==> config.mk <==
export PLATFORM = sky130hd
export DESIGN_NAME = wave_burst_ctrl
export DESIGN_NICKNAME = d
export VERILOG_FILES = /design/src/rtl/wave_burst_pkg.sv /design/src/rtl/wave_cmd_fifo.sv /design/src/rtl/wave_burst_ctrl.sv
export SDC_FILE = /design/constraint.sdc
export NUM_CORES = 1
export LEC_CHECK = 0
export ABC_AREA = 1
export CORE_MARGIN = 2
export CORE_UTILIZATION = 45
export CTS_BUF_LIST = sky130_fd_sc_hd__clkbuf_8
export CTS_CLUSTER_SIZE = 25
export DETAILED_ROUTE_END_ITERATION = 7
export PLACE_DENSITY = 0.59
export SETUP_SLACK_MARGIN = 0.5
export SLEW_MARGIN = 20
export SYNTH_ARGS = -nofsm -noshare
export SYNTH_HDL_FRONTEND = slang
export SYNTH_HIERARCHICAL = 1
export SYNTH_SLANG_ARGS = --single-unit
==> constraint.sdc <==
create_clock -name clk -period 7.4 [get_ports clk]
set_input_delay 1.11 -clock clk [delete_from_list [all_inputs] [get_ports clk]]
set_output_delay 1.11 -clock clk [all_outputs]
set_load 0.01 [all_outputs]
==> src/rtl/wave_burst_pkg.sv <==
// Shared types and defaults for the triangle-wave burst sequencer.
package wave_burst_pkg;

  localparam int unsigned WidthDef    = 5;
  localparam int unsigned CntWDef     = 8;
  localparam int unsigned CmdDepthDef = 4;

  typedef enum logic [1:0] {
    StIdle,
    StRise,
    StFall,
    StDone
  } wbc_state_e;

  typedef struct packed {
    logic [WidthDef-1:0] peak;
    logic [WidthDef-1:0] step;
    logic [CntWDef-1:0]  cycles;
  } wbc_cmd_t;

  function automatic int unsigned cmd_width(input int unsigned width, input int unsigned cnt_w);
    return 2 * width + cnt_w;
  endfunction

endpackage

==> src/rtl/wave_cmd_fifo.sv <==
// Synchronous command FIFO with flush; a full FIFO refuses pushes even when popped that cycle.
module wave_cmd_fifo #(
  parameter int unsigned WIDTH = 18,
  parameter int unsigned DEPTH = 4
) (
  input  logic             clk,
  input  logic             rst,
  input  logic             i_push,
  input  logic             i_pop,
  input  logic             i_flush,
  input  logic [WIDTH-1:0] i_wdata,
  output logic [WIDTH-1:0] o_rdata,
  output logic             o_full,
  output logic             o_empty
);

  localparam int unsigned AddrW = $clog2(DEPTH);

  // Extra MSB on each pointer distinguishes full from empty.
  logic [AddrW:0]   r_wptr;
  logic [AddrW:0]   r_rptr;
  logic [WIDTH-1:0] r_mem [DEPTH];
  logic             w_push_ok;
  logic             w_pop_ok;

  assign o_empty   = (r_wptr == r_rptr);
  assign o_full    = (r_wptr[AddrW] != r_rptr[AddrW]) &&
                     (r_wptr[AddrW-1:0] == r_rptr[AddrW-1:0]);
  assign w_push_ok = i_push && !o_full && !i_flush;
  assign w_pop_ok  = i_pop && !o_empty;
  assign o_rdata   = r_mem[r_rptr[AddrW-1:0]];

  always_ff @(posedge clk) begin
    if (rst || i_flush) begin
      r_wptr <= '0;
      r_rptr <= '0;
    end else begin
      if (w_push_ok) r_wptr <= r_wptr + (AddrW+1)'(1);
      if (w_pop_ok)  r_rptr <= r_rptr + (AddrW+1)'(1);
    end
  end

  always_ff @(posedge clk) begin
    if (w_push_ok) r_mem[r_wptr[AddrW-1:0]] <= i_wdata;
  end

endmodule

==> src/rtl/wave_burst_ctrl.sv <==
// Burst sequencer: pops queued commands and drives a saturating triangle ramp on wave.
// Define WBC_FLUSH_ON_ABORT_EN to make abort also empty the command FIFO.
module wave_burst_ctrl
  import wave_burst_pkg::*;
#(
  parameter int unsigned WIDTH     = WidthDef,
  parameter int unsigned CNT_W     = CntWDef,
  parameter int unsigned CMD_DEPTH = CmdDepthDef
) (
  input  logic             clk,
  input  logic             rst,
  input  logic             cmd_valid,
  output logic             cmd_ready,
  input  logic [WIDTH-1:0] cmd_peak,
  input  logic [WIDTH-1:0] cmd_step,
  input  logic [CNT_W-1:0] cmd_cycles,
  input  logic             abort,
  output logic [WIDTH-1:0] wave,
  output logic             wave_valid,
  output logic             busy,
  output logic             done
);

  localparam int unsigned CmdW = cmd_width(WIDTH, CNT_W);

  wbc_state_e       r_state, w_state_nxt;
  logic [WIDTH-1:0] r_wave, w_wave_nxt;
  logic [WIDTH-1:0] r_peak, w_peak_nxt;
  logic [WIDTH-1:0] r_step, w_step_nxt;
  logic [CNT_W-1:0] r_left, w_left_nxt;

  logic             w_push, w_pop, w_flush, w_pop_hold;
  logic             w_full, w_empty;
  logic [CmdW-1:0]  w_wdata, w_rdata;
  logic [WIDTH-1:0] w_q_peak, w_q_step, w_q_step_n;
  logic [CNT_W-1:0] w_q_cycles, w_q_cycles_n;
  logic [WIDTH:0]   w_sum;
  logic [WIDTH-1:0] w_rise, w_fall;

`ifdef WBC_FLUSH_ON_ABORT_EN
  assign w_flush    = abort;
  assign w_pop_hold = abort;
  assign cmd_ready  = !rst && !w_full && !abort;
`else
  assign w_flush    = 1'b0;
  assign w_pop_hold = 1'b0;
  assign cmd_ready  = !rst && !w_full;
`endif

  assign w_push  = cmd_valid && cmd_ready;
  assign w_wdata = {cmd_peak, cmd_step, cmd_cycles};

  wave_cmd_fifo #(
    .WIDTH (CmdW),
    .DEPTH (CMD_DEPTH)
  ) u_cmd_fifo (
    .clk     (clk),
    .rst     (rst),
    .i_push  (w_push),
    .i_pop   (w_pop),
    .i_flush (w_flush),
    .i_wdata (w_wdata),
    .o_rdata (w_rdata),
    .o_full  (w_full),
    .o_empty (w_empty)
  );

  assign {w_q_peak, w_q_step, w_q_cycles} = w_rdata;
  assign w_q_step_n   = (w_q_step == '0) ? WIDTH'(1) : w_q_step;
  assign w_q_cycles_n = (w_q_cycles == '0) ? CNT_W'(1) : w_q_cycles;

  // Rise is computed one bit wider so peak+step near the top saturates instead of wrapping.
  assign w_sum  = {1'b0, r_wave} + {1'b0, r_step};
  assign w_rise = (w_sum >= {1'b0, r_peak}) ? r_peak : w_sum[WIDTH-1:0];
  assign w_fall = (r_wave > r_step) ? (r_wave - r_step) : '0;

  always_comb begin
    w_state_nxt = r_state;
    w_wave_nxt  = r_wave;
    w_peak_nxt  = r_peak;
    w_step_nxt  = r_step;
    w_left_nxt  = r_left;
    w_pop       = 1'b0;
    unique case (r_state)
      StIdle: begin
        w_wave_nxt = '0;
        if (!w_empty && !w_pop_hold) begin
          w_pop       = 1'b1;
          w_peak_nxt  = w_q_peak;
          w_step_nxt  = w_q_step_n;
          w_left_nxt  = w_q_cycles_n;
          w_state_nxt = StRise;
        end
      end
      StRise: begin
        w_wave_nxt = w_rise;
        if (w_rise == r_peak) w_state_nxt = StFall;
      end
      StFall: begin
        w_wave_nxt = w_fall;
        if (w_fall == '0) begin
          if (r_left == CNT_W'(1)) begin
            w_state_nxt = StDone;
          end else begin
            w_left_nxt  = r_left - CNT_W'(1);
            w_state_nxt = StRise;
          end
        end
      end
      StDone: begin
        w_wave_nxt  = '0;
        w_state_nxt = StIdle;
      end
      default: w_state_nxt = StIdle;
    endcase
    // Abort overrides any transition of an active burst.
    if (abort && (r_state != StIdle)) begin
      w_state_nxt = StIdle;
      w_wave_nxt  = '0;
    end
  end

  always_ff @(posedge clk) begin
    if (rst) begin
      r_state <= StIdle;
      r_wave  <= '0;
      r_peak  <= '0;
      r_step  <= '0;
      r_left  <= '0;
    end else begin
      r_state <= w_state_nxt;
      r_wave  <= w_wave_nxt;
      r_peak  <= w_peak_nxt;
      r_step  <= w_step_nxt;
      r_left  <= w_left_nxt;
    end
  end

  assign wave       = r_wave;
  assign wave_valid = (r_state == StRise) || (r_state == StFall);
  assign busy       = (r_state != StIdle);
  assign done       = (r_state == StDone);

endmodule
# --- After elaboration in Yosys (flattened, before gate mapping) ---
# Memories as Yosys holds them, arrays and structs flattened. A register that Yosys moved wholly into a read port is not among the register bits.
# Index checks and enable logic that the tools add are counted.
op_classes:
  n_addsub: 5
  multipliers: 0
  div_mod_pow: 0
  order_cmp: 2
  eq_ne: 12
  shift: 0
  muxes: 20
  bitwise: 1
  reduce_logical: 21
op_table:
  columns: ["cell", "count"]
  rows:
  - ["8-bit two-way mux", 4]
  - ["8-bit one-hot mux with 2 select lines", 1]
  - ["5-bit two-way mux", 3]
  - ["5-bit one-hot mux with 3 select lines", 1]
  - ["2-bit two-way mux", 6]
  - ["5-bit logical NOT", 2]
  - ["8-bit by 1-bit == test with 1-bit output, second input constant", 1]
  - ["8-bit logical NOT", 1]
  - ["2-bit != test, second input constant", 4]
  - ["2-bit one-hot mux with 4 select lines", 1]
  - ["8-bit by 1-bit subtractor with 8-bit output, second input constant", 1]
  - ["3-bit by 1-bit adder with 3-bit output, second input constant", 2]
  - ["5-bit by 5-bit adder with 6-bit output", 1]
  - ["6-bit by 5-bit greater-or-equal comparator with 1-bit output", 1]
  - ["1-bit logical AND", 6]
  - ["5-bit == test", 1]
  - ["5-bit > comparator", 1]
  - ["5-bit subtractor", 1]
  - ["2-bit == test, second input constant", 2]
  - ["1-bit two-way mux", 4]
  - ["4-bit AND reduction", 1]
  - ["2-bit nonzero test", 2]
  - ["2-bit OR reduction", 2]
  - ["3-bit == test", 1]
  - ["other kinds (9)", 11]
word_totals:
  register_bits: 31
  latchBits: 0
  ram_bits: 72
  mem_bits_ro: 0
  in_bits: 22
  output_inout_bits: 9
  elab_cells: 69
  mem_count: 1
memory_table:
  columns: ["name", "words", "word_bits", "rd", "rd_clocked_by_memory_dff", "wr", "line_no", "rtl"]
  rows:
  - ["u_cmd_fifo.r_mem", 4, 18, 1, 1, 1, "wave_cmd_fifo.sv:22", "logic [WIDTH-1:0] r_mem [DEPTH];"]

# --- Depth between registers and ports, before layout ---
# Gate-level depths: netlist of the first run.
depth:
  ltp_word: 8
  ltp_mapped: 22
  mapped_depth_nobuf: 21

# --- Cells and area by module ---
# The synthesis of the first run kept the hierarchy.
modules_own_cells:
  columns: ["module", "instances", "cells_each", "area_per_inst_um2", "seq_area_each_um2"]
  rows:
  - ["wave_cmd_fifo", 1, 250, 3160.5, 2322.2]
  - ["wave_burst_ctrl", 1, 300, 2033.2, 500.5]

# --- Worst setup path before layout of the first run ---
# Ideal clock, no wire load.
synth_path:
  path_kind: "input-to-reg"
  start: "in rst"
  end: "mem u_cmd_fifo.r_mem[0][0] (enable)"
  setup_time_ns: 0.393
  arrival_time_ns: 2.586
  slack_ns: 4.422
  path_stages: 6
  cell_sequence: "clkbuf_1 > nor3b_1 > inv_1 > nor2_1 > nand2_4 > nor2_1"
synth_between:
  elab_chain_len: 6
synth_lines:
  columns: ["item", "line_no", "rtl"]
  rows:
  - ["start: declaration", "wave_burst_ctrl.sv:11", "input logic rst,"]
  - ["1-bit logical NOT", "wave_burst_ctrl.sv:47", "assign cmd_ready = !rst && !w_full;"]
  - ["1-bit logical AND", "wave_burst_ctrl.sv:47", null]
  - ["1-bit logical AND", "wave_burst_ctrl.sv:50", "assign w_push = cmd_valid && cmd_ready;"]
  - ["via w_push", "wave_burst_ctrl.sv:32", "logic w_push, w_pop, w_flush, w_pop_hold;"]
  - ["1-bit logical AND", "wave_cmd_fifo.sv:29", "assign w_push_ok = i_push && !o_full && !i_flush;"]
  - ["1-bit two-way mux", "wave_cmd_fifo.sv:44", "if (w_push_ok) r_mem[r_wptr[AddrW-1:0]] <= i_wdata;"]
  - ["1-bit two-way mux (not written as such)", "wave_cmd_fifo.sv:44", null]
  - ["end: declaration", "wave_cmd_fifo.sv:22", null]
# The timed path passes the listed nets, and every way through them passes these cells.

# --- Final worst setup path of the first run ---
layout_path:
  start: "in rst"
  end: "out cmd_ready"
layout_between:
  elab_chain_len: 2
layout_lines:
  columns: ["item", "line_no", "rtl"]
  rows:
  - ["1-bit logical NOT", "wave_burst_ctrl.sv:47", null]
  - ["1-bit logical AND", "wave_burst_ctrl.sv:47", null]
  - ["end: declaration", "wave_burst_ctrl.sv:13", "output logic cmd_ready,"]
# Every way passes these cells.

==> flow_summary.yaml, run 1 <==
floorplan:
  die_y_um: 111
  io_pins: 31
  die_area_mm2: 0.0124
  fp.dieW_um: 111
  core_region_area_mm2: 0.0113
  rows: 39
  start_util: 0.459
yosys:
  yosysSeqAreaShare: 0.543
  synthTopCellsByCount: "nand2_1 (86), nor2_1 (73), edfxtp_1 (72), inv_1 (51), o21ai_0 (47)"
  synth_cells: 550
  avgSynthCellArea_um2: 9.44
  yosys.cell_count.top_type: "nand2_1"
  ys_ff_latch: 105
  synthesis.area_mm2: 0.00519
  synth_cell_type_count: 40
  synthFlopType: "edfxtp_1"
  synth_edf_count: 72
  ys_top_cells_by_area: "edfxtp_1 (42%), dfxtp_1 (13%), ha_1 (6.3%), nand2_1 (6.2%), nor2_1 (5.3%)"
  async_reset_ff_frac: 0
  synth_warnings: 6
  synth_top_area_share: 0.416
  synth_top_area_cell: "edfxtp_1"
grt:
  grt_pass1_wl_um: 18200
  grt_pass1_vias: 3778
  grt_max_degree: 38
  grt_usage: 0.183
  grt_overflow_total: 0
  antenna_found_initial: 0
cts:
  cts_tree: "done"
  postCtsResizedCells: 0
  cts.sinks: 105
  postCtsSetupBuffers: 0
  htreeDepth: 3
  cts_hold_buf: 0
  cts-buffers-inserted: 9
  clk_pin_slew_ns: 0.10
  root_buffer: "clkbuf_8"
  clockBufferDepth: 2
  clkLatencyLatePin_ns: 0.38
critical_path:
  criticalPathCategory: "input port to primary output"
  rrSetupSlack_ns: 4.41
  max_stage_delay_ns: 0.64
  crit_start: "rst"
  end_kind: "primary output"
  cp_cell_sequence: "clkdlybuf4s50_1 > nor2_1 > clkdlybuf4s50_1"
  arrival_ns: 2.47
  cp-start-kind: "input port"
  crit_fanout: 12
  r2r_start: "r_step[2]"
  crit_path_end: "cmd_ready"
  rr_worst_depth: 21
  crit_slowest_cell: "clkdlybuf4s50_1"
  r2r_end: "r_state[1]"
  cp_common_cell: "clkdlybuf4s50_1"
  required_ns: 6.29
detailed_routing:
  firstDrtPassIters: 5
  detail-route-antenna-nets: 0
  avgViaCountPerCell: 5.19
  drc_errors: 0
  wirelength_um: 10600
  drtIter0Drc: 208
  wl_per_cell_um: 14.6
  route.vias.total: 3775
final_layout:
  final_layout_size_suffix_gt1_frac: 0.0855
  nNetsFinal: 630
  area_delta_synth_final_pct: 12.2
  antenna_cells: 0
  fin_util: 0.515
worst_hold_path:
  hold_depth: 2
  min_path_type: "flop to flop"
sta:
  max_clock_freq_ghz: 0.279
  rsz0062_at_grt: "no"
  finalHoldViolations: 0
  setup_viol: 0
  finalCritPeriodShare: 0.484
  tns_ns: 0
  period_needed_ns: 3.58
  slew_headroom: 0.486
  skew_ns: 0.0130
  worst_slew_pin_slew_ns: 0.770
  maxSlewViolCount: 0
pwr:
  powerDensity_mw_per_mm2: 248
  power.total_mw: 1.45
  vdd_ir_drop_max_mv: 0.221
  leakagePower_nw: 2.35
placement:
  place.gp.congestion: 0.810
  dp_hpwl_um: 7350
  io_buffers: 30
outcome:
  status: "completed"
job:
  maxCapViolations: 0
worst max-delay path, delay by kind of cell:
kind                   cells  cell delay, ns
and+or+nand+nor            1            0.18
buffers and inverters      2            1.18
registers in the layout (all words and copies together) (netlist names), named ones only:
name	flops
u_cmd_fifo/r_mem	72
r_left	8
r_peak	5
r_step	5
wave	5
u_cmd_fifo/r_rptr	3
u_cmd_fifo/r_wptr	3
r_state	2
cell families (layout without fill, tap and decap cells):
family / after synthesis / count (layout) / synth area share
adders and majority gates: 28 / 28 / 0.0703
xor gates and xnor gates: 6 / 6 / 0.0101
buffers and inverters: 77 / 110 / 0.0626
DFF: 105 / 105 / 0.543
AOI/OAI and AO/OA: 115 / 115 / 0.128
and+or+nand+nor: 218 / 218 / 0.185
other: 1 / 3 / 0.000722
cell usage in the layout, fill, tap and decap left out, types with 9 or more instances in the layout:
master / n
nand2_2: 9
nor2_1: 73
nand4_1: 9
clkbuf_8: 9
clkdlybuf4s50_1: 30
dfxtp_1: 33
o21ai_0: 47
edfxtp_1: 72
nand3_1: 26
ha_1: 26
inv_1: 51
nand2_1: 86
o22ai_1: 18
a21oi_1: 29
worst min-delay path by stage:
stage | slack, ns | to | start
2_1_floorplan | 0.45 | r_step[4] | r_step[4]
3_3_place_gp | 0.48 | r_step[2] | r_step[2]
3_5_place_dp | 0.48 | r_left[1] | r_left[1]
4_1_cts | 0.50 | r_left[1] | r_left[1]
5_1_grt | 0.53 | r_step[3] | r_step[3]
6_report | 0.49 | r_step[2] | r_step[2]
area by class of cell:
| cell class | instances | area (µm²) |
|---|---|---|
| clock buffer | 9 | 124 |
| clock inverter | 7 | 85.1 |
| fill | 1056 | 5500 |
| inverter | 59 | 224 |
| multi-input combinational | 370 | 2050 |
| sequential | 105 | 2820 |
| tap | 143 | 179 |
| timing repair buffer | 35 | 338 |
report_power, final:
part	total, mW	internal [mW]	switching [mW]
Clock	0.375	0.164	0.211
Sequential	0.680	0.654	0.0264
Combinational	0.390	0.143	0.247
through the flow:
stage / area, µm² / setup slack, ns / hold WS (ns) / instances
2_1_floorplan: 5200 / 4.42 / 0.451 / 552
3_3_place_gp: 5620 / 3.82 / 0.475 / 712
3_5_place_dp: 5620 / 3.80 / 0.481 / 712
4_1_cts: 5830 / 3.81 / 0.497 / 728
5_1_grt: 5830 / 3.75 / 0.526 / 728
6_report: 5830 / 3.82 / 0.489 / 728
routing by layer:
layer  vias to the layer above  global-route usage  wire length (µm)
met5                         -                   0                 0
met4                         0              0.0510               167
met3                        12              0.0468               405
met2                        77               0.311              4970
met1                      1750               0.235              5070
li1                       1936                   -                 -
Note: power is estimated with default switching activity, not from simulation.
==> inputs of run 2 (changes only) <==
--- a/config.mk
+++ b/config.mk
@@ -11,7 +11,7 @@
 export CTS_BUF_LIST = sky130_fd_sc_hd__clkbuf_8
 export CTS_CLUSTER_SIZE = 25
 export DETAILED_ROUTE_END_ITERATION = 7
-export PLACE_DENSITY = 0.59
+export PLACE_DENSITY = 0.62
 export SETUP_SLACK_MARGIN = 0.5
 export SLEW_MARGIN = 20
 export SYNTH_ARGS = -nofsm -noshare
==> constraint.sdc (replaced) <==
create_clock -name clk -period 3.26 [get_ports clk]
set_input_delay 0.489 -clock clk [delete_from_list [all_inputs] [get_ports clk]]
set_output_delay 0.489 -clock clk [all_outputs]
set_load 0.01 [all_outputs]
==> run 2 against run 1 <==
Core utilization grew 2.0 points. Critical endpoint is now r_state[1]. Hold slack got worse by 0.0041 ns. Wire length is 2.9% higher. Non-clock buffer count rose by 12. Count of clock-buffer cells in the layout did not move. Largest power group unchanged. First-iteration DRC count fell by 0.96%. Sequential power is 130% higher.
==> flow_summary.yaml, run 2 (synthesized netlist as in run 1, its figures left out) <==
outcome:
  status: "completed"
critical_path:
  crit_slowest_cell: "fa_2"
  cp-start-kind: "flop"
  crit_fanout: 6
  criticalPathCategory: "flop to flop"
  max_stage_delay_ns: 0.39
  arrival_ns: 2.97
  rr_worst_depth: 19
  required_ns: 3.57
  cp_common_cell: "nand2_2"
  r2r_end: "r_state[1]"
  r2r_start: "r_step[0]"
  critPathBufInv: 1
  path_delay_family: "simple AND/OR/NAND/NOR gates"
  end_kind: "flop"
  cp_cell_sequence: "ha_4 > fa_2 > nand3_4 > nand2_2 > nand2_2 > nand2_2 > ha_1 > nor2_1 > nand2_1 > a21oi_4 > buf_6 > nand2_8 > nor3_2 > nor2_1 > nand3_2 > nand2_2 > nand2_2 > nand2_1 > a21oi_2"
  rrSetupSlack_ns: 0.60
grt:
  antenna_found_initial: 0
  grt_usage: 0.179
  grt_overflow_total: 0
  grt_pass1_wl_um: 17900
  grt_pass1_vias: 3587
  grt_max_degree: 37
cts:
  htreeDepth: 3
  root_buffer: "clkbuf_8"
  cts_tree: "done"
  cts.sinks: 105
  clockBufferDepth: 2
  cts-buffers-inserted: 9
  clk_pin_slew_ns: 0.11
  clkLatencyLatePin_ns: 0.38
pwr:
  power_frac_seq: 0.454
  vdd_ir_drop_max_mv: 0.488
  combPwrFrac: 0.311
  leakagePower_nw: 2.42
  power.share.clock: 0.235
  powerDensity_mw_per_mm2: 564
  switching_power_mw: 1.15
  internal_power_mw: 2.27
  p_sw_frac: 0.336
detailed_routing:
  detail-route-antenna-nets: 0
  drc_errors: 0
  firstDrtPassIters: 6
  drtIter0Drc: 206
  route.vias.total: 3882
  avgViaCountPerCell: 5.25
  wl_per_cell_um: 14.8
  wirelength_um: 10900
final_layout:
  final_common_cell: "nand2_1"
  area_delta_synth_final_pct: 16.6
  antenna_cells: 0
  nFillCells: 1021
  layout_common_cells: "nand2_1 (78), nor2_1 (72), edfxtp_1 (72), inv_1 (51), o21ai_0 (47)"
  nNetsFinal: 643
  final_layout_size_suffix_gt1_frac: 0.147
  largest_reg_flops: 72
sta:
  worst_slew_pin_slew_ns: 0.630
  setup_viol: 0
  max_clock_freq_ghz: 0.376
  finalHoldViolations: 0
  tns_ns: 0
  slew_headroom: 0.577
  rsz0062_at_grt: "yes"
  skew_ns: 0.0193
  maxSlewViolCount: 0
  hold_ws_ns: 0.485
  period_needed_ns: 2.66
  finalCritPeriodShare: 0.817
floorplan:
  rows: 39
  io_pins: 31
  die_y_um: 111
  fp.dieW_um: 111
  die_area_mm2: 0.0124
  core_region_area_mm2: 0.0113
  start_util: 0.459
job:
  maxCapViolations: 0
worst_hold_path:
  hp-start: "r_left[1]"
  min_to: "r_left[1]"
  hold_depth: 2
  min_path_type: "flop to flop"
placement:
  io_buffers: 30
  dp_hpwl_um: 7180
  place.gp.congestion: 0.835
## run 2: repair_timing
| action | in CTS | in global routing |
|---|---|---|
| hold buffers | 0 | 0 |
| setup buffers | 3 | 5 |
| endpoints found under the hold margin | 0 | 0 |
| gates resized for setup | 5 | 33 |
| pin swaps | 0 | 14 |
| endpoints found under the setup margin | 2 | 10 |
| gates cloned | 0 | 1 |
## run 2: per-layer routing
metal,GRT usage,vias up,part of all wire
met5,0,-,0
li1,-,1955,-
met4,0.0469,0,0.013
met1,0.252,1816,0.47
met3,0.0474,14,0.053
met2,0.278,97,0.47
## run 2: area by class of cell
cell class              count  area, µm²  area share
clock buffers               9        124      0.0205
clock inverters             6       66.3      0.0109
inverters                  59        224      0.0370
multi-input cells         371       2200       0.363
flip-flops and latches    105       2830       0.468
well taps                 143        179      0.0295
repair buffers             47        435      0.0719
## run 2: power groups by stage
stage	Clock, mW	Sequential, mW	Combinational (mW)
floorplan	0	1.56	0.675
global placement	0	1.57	0.872
detailed placement	0	1.57	0.873
CTS	0.827	1.55	0.913
global route	0.876	1.56	1.18
finish	0.803	1.55	1.06
## run 2: how the worst max path moves through the flow
stage,depth (start not counted),endpoint,startpoint,slack [ns]
floorplan,18,wave[0],wave[2],0.78
global placement,21,r_state[1],r_step[2],0.47
detailed placement,19,r_state[1],r_step[2],0.35
CTS,20,r_state[1],r_step[3],0.50
global route,19,r_state[1],r_step[0],0.47
finish,19,r_state[1],r_step[0],0.60
## run 2: per-stage QoR
stage	setup WS [ns]	std cells	utilization	power, mW	cell area [µm²]
2_1_floorplan	0.779	552	-	2.24	5200
3_3_place_gp	0.471	716	0.499	2.44	5650
3_5_place_dp	0.349	716	0.499	2.45	5650
4_1_cts	0.504	734	0.520	3.29	5880
5_1_grt	0.466	740	0.535	3.62	6060
6_report	0.598	740	0.535	3.42	6060
## run 2: worst reg2reg max path, cell delays in order, from the launching register on
cell and delay (ns):
dfxtp_4 0.38, ha_4 0.16, fa_2 0.39, nand3_4 0.11, nand2_2 0.06, nand2_2 0.06, nand2_2 0.05, ha_1 0.17
nor2_1 0.09, nand2_1 0.08, a21oi_4 0.22, buf_6 0.16, nand2_8 0.05, nor3_2 0.15, nor2_1 0.07, nand3_2 0.07
nand2_2 0.06, nand2_2 0.09, nand2_1 0.06, a21oi_2 0.12
